[config.mk]
export PLATFORM = sky130hd
export DESIGN_NAME = decode_stage_pipe_flat
export DESIGN_NICKNAME = d
export VERILOG_FILES = /design/src/rtl/decode_stage_pipe_if.sv /design/src/rtl/decode_stage_pipe.sv /design/src/flat_wrapper.sv
export SDC_FILE = /design/constraint.sdc
export NUM_CORES = 2
export LEC_CHECK = 0
export BUFFER_PORTS_ARGS = -buffer_cell sky130_fd_sc_hd__buf_2
export CORE_UTILIZATION = 65
export CTS_CLUSTER_SIZE = 20
export DETAILED_ROUTE_END_ITERATION = 8
export GPL_ROUTABILITY_DRIVEN = 0
export PLACE_DENSITY = 0.85
export SETUP_SLACK_MARGIN = 0.5
export SYNTH_ARGS = -nofsm -noshare
export SYNTH_HDL_FRONTEND = slang
export SYNTH_SLANG_ARGS = --single-unit
[constraint.sdc]
create_clock -name clk -period 56.9 [get_ports clk]
set_input_delay 5.69 -clock clk [delete_from_list [all_inputs] [get_ports clk]]
set_output_delay 5.69 -clock clk [all_outputs]
set_load 0.02 [all_outputs]
[src/rtl/decode_stage_pipe_if.sv]
// Decode-to-execute bundle: decode-side inputs, write-back port, and ID/EX outputs.
interface decode_stage_pipe_if #(
  parameter int unsigned XLEN   = 32,
  parameter int unsigned NREGS  = 32,
  parameter int unsigned CTRL_W = 12,
  parameter int unsigned STAT_W = 16
);
  localparam int unsigned AW = $clog2(NREGS);

  logic [31:0]       InstrD;
  logic              ValidD;
  logic [XLEN-1:0]   PCD;
  logic [XLEN-1:0]   PCPlusD;
  logic [CTRL_W-1:0] CtrlD;
  logic [XLEN-1:0]   ImmExtD;
  logic              RegWriteW;
  logic [AW-1:0]     RDW;
  logic [XLEN-1:0]   ResultW;
  logic              FlushE;
  logic              StallIn;

  logic [CTRL_W-1:0] CtrlE;
  logic [XLEN-1:0]   RD1E;
  logic [XLEN-1:0]   RD2E;
  logic [XLEN-1:0]   ImmExtE;
  logic [AW-1:0]     RS1E;
  logic [AW-1:0]     RS2E;
  logic [AW-1:0]     RDE;
  logic [XLEN-1:0]   PCE;
  logic [XLEN-1:0]   PCPlusE;
  logic              ValidE;
  logic              StallF;
  logic              StallD;
  logic [STAT_W-1:0] LoadUseCnt;

  modport master (
    output InstrD, ValidD, PCD, PCPlusD, CtrlD, ImmExtD,
    output RegWriteW, RDW, ResultW, FlushE, StallIn,
    input  CtrlE, RD1E, RD2E, ImmExtE, RS1E, RS2E, RDE,
    input  PCE, PCPlusE, ValidE, StallF, StallD, LoadUseCnt
  );

  modport slave (
    input  InstrD, ValidD, PCD, PCPlusD, CtrlD, ImmExtD,
    input  RegWriteW, RDW, ResultW, FlushE, StallIn,
    output CtrlE, RD1E, RD2E, ImmExtE, RS1E, RS2E, RDE,
    output PCE, PCPlusE, ValidE, StallF, StallD, LoadUseCnt
  );
endinterface

[src/rtl/decode_stage_pipe.sv]
// Decode stage: register file with write-back bypass, load-use hazard
// detection, and the ID/EX pipeline register with flush/stall/bubble.
module decode_stage_pipe #(
  parameter int unsigned XLEN      = 32,
  parameter int unsigned NREGS     = 32,
  parameter int unsigned CTRL_W    = 12,
  parameter int unsigned BYPASS_WB = 1,
  parameter int unsigned STAT_W    = 16
) (
  input logic                clk,
  input logic                rst,
  decode_stage_pipe_if.slave bus
);
  localparam int unsigned AW = $clog2(NREGS);

  logic [XLEN-1:0]   rf_q [1:NREGS-1];

  logic [AW-1:0]     rs1, rs2, rdd;
  logic [XLEN-1:0]   rd1, rd2;
  logic              loadhaz;
  logic              unused_instr;

  logic              valid_q, valid_d;
  logic [CTRL_W-1:0] ctrl_q, ctrl_d;
  logic [XLEN-1:0]   rd1_q, rd1_d, rd2_q, rd2_d, imm_q, imm_d;
  logic [XLEN-1:0]   pc_q, pc_d, pcp_q, pcp_d;
  logic [AW-1:0]     rs1_q, rs1_d, rs2_q, rs2_d, rd_q, rd_d;
  logic [STAT_W-1:0] cnt_q, cnt_d;

  assign rs1 = bus.InstrD[15 +: AW];
  assign rs2 = bus.InstrD[20 +: AW];
  assign rdd = bus.InstrD[7 +: AW];
  assign unused_instr = ^bus.InstrD;

  // Register file write; x0 has no storage, so writes to it vanish.
  always_ff @(posedge clk or posedge rst) begin
    if (rst) begin
      rf_q <= '{default: '0};
    end else if (bus.RegWriteW && (bus.RDW != '0)) begin
      rf_q[bus.RDW] <= bus.ResultW;
    end
  end

  // Combinational read ports with optional same-cycle write-back forwarding.
  always_comb begin
    rd1 = '0;
    rd2 = '0;
    if (rs1 != '0) begin
      rd1 = ((BYPASS_WB != 0) && bus.RegWriteW && (bus.RDW == rs1)) ? bus.ResultW : rf_q[rs1];
    end
    if (rs2 != '0) begin
      rd2 = ((BYPASS_WB != 0) && bus.RegWriteW && (bus.RDW == rs2)) ? bus.ResultW : rf_q[rs2];
    end
  end

  // A load in EX whose destination feeds either decode source forces a bubble.
  assign loadhaz = valid_q & ctrl_q[3] & ctrl_q[0] & (rd_q != '0) & bus.ValidD &
                   ((rd_q == rs1) | (rd_q == rs2));

  assign bus.StallF = ~rst & (loadhaz | bus.StallIn);
  assign bus.StallD = ~rst & (loadhaz | bus.StallIn);

  // ID/EX next state: flush, then external stall, then load-use bubble, then capture.
  always_comb begin
    valid_d = valid_q;
    ctrl_d  = ctrl_q;
    rd1_d   = rd1_q;
    rd2_d   = rd2_q;
    imm_d   = imm_q;
    pc_d    = pc_q;
    pcp_d   = pcp_q;
    rs1_d   = rs1_q;
    rs2_d   = rs2_q;
    rd_d    = rd_q;
    cnt_d   = cnt_q;
    if (bus.FlushE || (!bus.StallIn && loadhaz)) begin
      valid_d = 1'b0;
      ctrl_d  = '0;
      rd1_d   = '0;
      rd2_d   = '0;
      imm_d   = '0;
      pc_d    = '0;
      pcp_d   = '0;
      rs1_d   = '0;
      rs2_d   = '0;
      rd_d    = '0;
      if (!bus.FlushE && (cnt_q != '1)) begin
        cnt_d = cnt_q + STAT_W'(1);
      end
    end else if (!bus.StallIn) begin
      valid_d = bus.ValidD;
      ctrl_d  = bus.ValidD ? bus.CtrlD : '0;
      rd1_d   = rd1;
      rd2_d   = rd2;
      imm_d   = bus.ImmExtD;
      pc_d    = bus.PCD;
      pcp_d   = bus.PCPlusD;
      rs1_d   = rs1;
      rs2_d   = rs2;
      rd_d    = rdd;
    end
  end

  // ID/EX register and load-use counter.
  always_ff @(posedge clk or posedge rst) begin
    if (rst) begin
      valid_q <= 1'b0;
      ctrl_q  <= '0;
      rd1_q   <= '0;
      rd2_q   <= '0;
      imm_q   <= '0;
      pc_q    <= '0;
      pcp_q   <= '0;
      rs1_q   <= '0;
      rs2_q   <= '0;
      rd_q    <= '0;
      cnt_q   <= '0;
    end else begin
      valid_q <= valid_d;
      ctrl_q  <= ctrl_d;
      rd1_q   <= rd1_d;
      rd2_q   <= rd2_d;
      imm_q   <= imm_d;
      pc_q    <= pc_d;
      pcp_q   <= pcp_d;
      rs1_q   <= rs1_d;
      rs2_q   <= rs2_d;
      rd_q    <= rd_d;
      cnt_q   <= cnt_d;
    end
  end

  assign bus.ValidE     = valid_q;
  assign bus.CtrlE      = ctrl_q;
  assign bus.RD1E       = rd1_q;
  assign bus.RD2E       = rd2_q;
  assign bus.ImmExtE    = imm_q;
  assign bus.PCE        = pc_q;
  assign bus.PCPlusE    = pcp_q;
  assign bus.RS1E       = rs1_q;
  assign bus.RS2E       = rs2_q;
  assign bus.RDE        = rd_q;
  assign bus.LoadUseCnt = cnt_q;
endmodule

[src/flat_wrapper.sv]
// flat-port wrapper written by rule: the top's interface ports become plain ports
module decode_stage_pipe_flat 
#(
  parameter int unsigned XLEN      = 32,
  parameter int unsigned NREGS     = 32,
  parameter int unsigned CTRL_W    = 12,
  parameter int unsigned BYPASS_WB = 1,
  parameter int unsigned STAT_W    = 16
)
  (clk, rst, bus_InstrD, bus_ValidD, bus_PCD, bus_PCPlusD, bus_CtrlD, bus_ImmExtD, bus_RegWriteW, bus_RDW, bus_ResultW, bus_FlushE, bus_StallIn, bus_CtrlE, bus_RD1E, bus_RD2E, bus_ImmExtE, bus_RS1E, bus_RS2E, bus_RDE, bus_PCE, bus_PCPlusE, bus_ValidE, bus_StallF, bus_StallD, bus_LoadUseCnt);
  decode_stage_pipe_if #(.XLEN(XLEN), .NREGS(NREGS), .CTRL_W(CTRL_W), .STAT_W(STAT_W)) bus_i ();
  input logic clk;
  input logic rst;
  input wire logic [$bits(bus_i.InstrD)-1:0] bus_InstrD;
  input wire logic [$bits(bus_i.ValidD)-1:0] bus_ValidD;
  input wire logic [$bits(bus_i.PCD)-1:0] bus_PCD;
  input wire logic [$bits(bus_i.PCPlusD)-1:0] bus_PCPlusD;
  input wire logic [$bits(bus_i.CtrlD)-1:0] bus_CtrlD;
  input wire logic [$bits(bus_i.ImmExtD)-1:0] bus_ImmExtD;
  input wire logic [$bits(bus_i.RegWriteW)-1:0] bus_RegWriteW;
  input wire logic [$bits(bus_i.RDW)-1:0] bus_RDW;
  input wire logic [$bits(bus_i.ResultW)-1:0] bus_ResultW;
  input wire logic [$bits(bus_i.FlushE)-1:0] bus_FlushE;
  input wire logic [$bits(bus_i.StallIn)-1:0] bus_StallIn;
  output wire logic [$bits(bus_i.CtrlE)-1:0] bus_CtrlE;
  output wire logic [$bits(bus_i.RD1E)-1:0] bus_RD1E;
  output wire logic [$bits(bus_i.RD2E)-1:0] bus_RD2E;
  output wire logic [$bits(bus_i.ImmExtE)-1:0] bus_ImmExtE;
  output wire logic [$bits(bus_i.RS1E)-1:0] bus_RS1E;
  output wire logic [$bits(bus_i.RS2E)-1:0] bus_RS2E;
  output wire logic [$bits(bus_i.RDE)-1:0] bus_RDE;
  output wire logic [$bits(bus_i.PCE)-1:0] bus_PCE;
  output wire logic [$bits(bus_i.PCPlusE)-1:0] bus_PCPlusE;
  output wire logic [$bits(bus_i.ValidE)-1:0] bus_ValidE;
  output wire logic [$bits(bus_i.StallF)-1:0] bus_StallF;
  output wire logic [$bits(bus_i.StallD)-1:0] bus_StallD;
  output wire logic [$bits(bus_i.LoadUseCnt)-1:0] bus_LoadUseCnt;
  assign bus_i.InstrD = bus_InstrD;
  assign bus_i.ValidD = bus_ValidD;
  assign bus_i.PCD = bus_PCD;
  assign bus_i.PCPlusD = bus_PCPlusD;
  assign bus_i.CtrlD = bus_CtrlD;
  assign bus_i.ImmExtD = bus_ImmExtD;
  assign bus_i.RegWriteW = bus_RegWriteW;
  assign bus_i.RDW = bus_RDW;
  assign bus_i.ResultW = bus_ResultW;
  assign bus_i.FlushE = bus_FlushE;
  assign bus_i.StallIn = bus_StallIn;
  assign bus_CtrlE = bus_i.CtrlE;
  assign bus_RD1E = bus_i.RD1E;
  assign bus_RD2E = bus_i.RD2E;
  assign bus_ImmExtE = bus_i.ImmExtE;
  assign bus_RS1E = bus_i.RS1E;
  assign bus_RS2E = bus_i.RS2E;
  assign bus_RDE = bus_i.RDE;
  assign bus_PCE = bus_i.PCE;
  assign bus_PCPlusE = bus_i.PCPlusE;
  assign bus_ValidE = bus_i.ValidE;
  assign bus_StallF = bus_i.StallF;
  assign bus_StallD = bus_i.StallD;
  assign bus_LoadUseCnt = bus_i.LoadUseCnt;
  decode_stage_pipe #(.XLEN(XLEN), .NREGS(NREGS), .CTRL_W(CTRL_W), .BYPASS_WB(BYPASS_WB), .STAT_W(STAT_W)) u_core (.clk(clk), .rst(rst), .bus(bus_i));
endmodule
==> out/metrics.csv <==
stage;metric;value;unit
critical_path;critPathBufInv;3;
clock_network;cts-root-buf;clkbuf_16;
timing;worstMarginPinSlew;1.20;ns
critical_path;crit_top_cell;nor2_1;
clock_network;post_cts_buffers;0;
floorplanning;die_w;306;microns
logic_synthesis;synth_edf_count;0;
timing;setup_tns;0;ns
critical_path;critPathCaptureType;output port;
placed_design;postPlaceCellArea;62400;sq um
grt;grt_usage;0.409;
critical_path;crit_start;bus_InstrD[23];
logic_synthesis;synthFlopType;dfrtp_1;
logic_synthesis;avgSynthCellArea;12.8;sq um
outcome;status;finished clean;
clock_network;clk_path_buf_depth;3;
finish;multi_input_area;28100;sq um
timing;hold_slack;0.490;ns
logic_synthesis;async_flop_share;1.00;
finish;fillerInstances;5574;
finish;layout_commonest_cell;dfrtp_1;
worst_hold_path;hold-path-cell-count;2;
grt;antenna_found_initial;14;
floorplanning;coreArea;91500;sq um
critical_path;slowest_delay;0.58;ns
clock_network;clock-sinks;1196;
route;wl_per_cell;31.1;microns
worst_hold_path;hold_class;reg -> reg;
critical_path;crit_fanout;27;
finish;final_cell_mix;dfrtp_1, mux2_2, nand2_1, o21ai_0, mux4_2;
floorplanning;ioPinCount;389;
worst_hold_path;worst_hold_startpoint;u_core.bus.RD2E[27]$_DFFE_PP0P_;
floorplanning;rows;111;
route;routed_wirelength;190000;microns
pwr;peakVddDrop;0.0000281;V
clock_network;insertion_delay;0.75;ns
timing;hold_viol;0;
critical_path;r2r_end;u_core.bus.RD1E[24]$_DFFE_PP0P_;
finish;drive_gt1_frac;0.357;
pwr;p_per_area;35.8;nW/um^2
finish;register_area;29900;sq um
flow_run;drv_cap;0;
finish;design_area;66400;sq um
floorplanning;die_area;93500;sq um
critical_path;r2r_slack;53.73;ns
timing;rsz0062_at_grt;false;
pwr;finalPower;2.37;mW
clock_network;path_clk_slew;0.06;ns
logic_synthesis;yosys_register_bits;1196;
critical_path;critPathKind;in -> out;
floorplanning;fp.dieH;306;microns
placed_design;port_buffers;371;
clock_network;ctsResizeCount;0;
critical_path;worstRegToRegCells;7;
placed_design;place_ws;43.77;ns
timing;fmax;0.0756;GHz
clock_network;numCtsBuffers;117;
timing;slew_violations;0;
route;drcViolationCount;0;
critical_path;cp_top_family;buffers and inverters;
route;vias;45400;
pwr;leakage;29.7;nW
clock_network;tritoncts;yes;
grt;grt_pass1_vias;46100;
route;ant_nets;0;
critical_path;cp-start-kind;input port;
route;first_pass_iters;6;
timing;fin_ws;43.68;ns
grt;overflow;0;
clock_network;cts_hold_buf;0;
critical_path;r2r_start;u_core.bus.RDE[0]$_DFFE_PP0P_;
critical_path;cp_cell_sequence;buf_2, buf_4, xnor2_1, nand2_1, o22a_1, nor2_1, nor2_1, nor2_1, buf_2;
worst_hold_path;min_to;u_core.bus.RD2E[27]$_DFFE_PP0P_;
route;vias_per_cell;7.43;
finish;syn2layout_area_growth;10.7;%
timing;fin_skew;0.0440;ns
logic_synthesis;netlist_area;60000;sq um
timing;min_period;13.22;ns
critical_path;cp.arrival;7.53;ns
logic_synthesis;ys_types;46;
floorplanning;initial_utilization;0.656;
finish;finalNetCount;5008;
timing;maxSlewHeadroom;0.194;
logic_synthesis;netlist_instances;4697;
logic_synthesis;ys_warn_count;0;
timing;setup_violations;0;
placed_design;post-dp-hpwl;109000;microns
logic_synthesis;synth_fp_nets;4881;
critical_path;crit_slowest_cell;buf_4;
route;drtIter0Drc;6350;
critical_path;required;51.21;ns
grt;grt_max_degree;173;
timing;finalCritPeriodShare;0.232;
logic_synthesis;ys_seq_area_frac;0.499;
grt;grt_pass1_wl;286000;microns
clock_network;htree_levels;3;
==> power breakdown <==
part           switching [mW]  leakage (nW)  internal, mW
registers               0.118          15.5         0.994
clock network           0.344          1.98         0.464
logic                   0.215          12.2         0.239
==> synthesized netlist by cell type (2+ instances only) <==
library cell	n	area, sq um
a2111oi_0	3	26.3
a211oi_1	29	218
a21o_1	2	15.0
a21oi_1	70	350
a221o_1	6	60.1
a221oi_1	82	718
a22o_1	121	1060
a22oi_1	35	263
a31oi_1	3	18.8
and2_1	13	81.3
and3_1	8	50.1
and4_1	2	17.5
buf_1	16	60.1
buf_2	116	581
buf_4	27	203
buf_6	6	67.6
clkbuf_1	284	1070
dfrtp_1	1196	29900
inv_1	62	233
mux2_2	660	7430
mux2i_1	141	1410
mux4_2	408	9190
nand2_1	572	2150
nand2b_1	10	62.6
nand3_1	15	75.1
nand3b_1	4	30.0
nand4_1	11	68.8
nor2_1	36	135
nor2b_1	42	263
nor3_1	13	65.1
nor3b_1	4	30.0
nor4_1	2	12.5
o21ai_0	503	2520
o221ai_1	75	657
o22a_1	7	61.3
o22ai_1	63	394
o2bb2ai_1	2	17.5
o311ai_0	3	26.3
o31ai_1	4	30.0
or2_2	2	12.5
xnor2_1	26	228
xor2_1	9	78.8
==> registers in the layout (all words and copies together), names as in the netlist, 5 cells and up <==
name	cells
u_core.rf_q	992
u_core.bus.ImmExtE	32
u_core.bus.PCE	32
u_core.bus.PCPlusE	32
u_core.bus.RD1E	32
u_core.bus.RD2E	32
u_core.bus.LoadUseCnt	16
u_core.bus.CtrlE	12
u_core.bus.RDE	5
u_core.bus.RS1E	5
u_core.bus.RS2E	5
==> through the flow <==
step | instances | utilization
6_report | 6112 | 0.725
5_1_grt | 6108 | 0.725
4_1_cts | 6104 | 0.725
3_5_place_dp | 5891 | 0.681
3_3_place_gp | 5891 | 0.681
2_1_floorplan | 4697 | -
==> how the worst max path moves through the flow <==
stage | endpoint | slack, ns | cells past startpoint
floorplan | u_core.bus.CtrlE[0]$_DFFE_PP0P_ | 17.52 | 1
global placement | bus_StallF | 43.82 | 8
detailed placement | bus_StallD | 43.77 | 8
CTS | bus_StallD | 43.76 | 8
global route | bus_StallD | 43.62 | 9
finish | bus_StallD | 43.68 | 9
==> logic make-up after synthesis <==
family,after synthesis,synth area share
AND/OR/NAND/NOR,736,0.0511
multiplexers,1209,0.301
flip-flops,1196,0.499
adder cells (fa/ha/maj),1,0.000209
XOR/XNOR,35,0.00511
AO/OA/AOI/OAI,1008,0.107
buffers and inverters,512,0.0370
==> cell type report <==
class                           count  share of cell area
Multi-Input combinational cell   2989               0.423
Sequential cell                  1196               0.451
Clock inverter                     38             0.00810
Tap cell                         1186              0.0223
Inverter                           62             0.00362
Antenna cell                        8            0.000301
Timing Repair Buffer              458              0.0396
Clock buffer                      175              0.0523
==> tightest hold or removal path, cell delays in order (launching register included) <==
cell      delay (ns)
dfrtp_1         0.35
nand2_1         0.05
o221ai_1        0.06
==> metal layers <==
| metal | global-route usage | vias up | wire [microns] |
|---|---|---|---|
| li1 | - | 17900 | - |
| met1 | 0.512 | 22700 | 64100 |
| met2 | 0.608 | 3796 | 84900 |
| met3 | 0.138 | 1012 | 26200 |
| met4 | 0.279 | 16 | 14600 |
| met5 | 0.000517 | - | 106 |
Power figures use the tool's default switching activity.
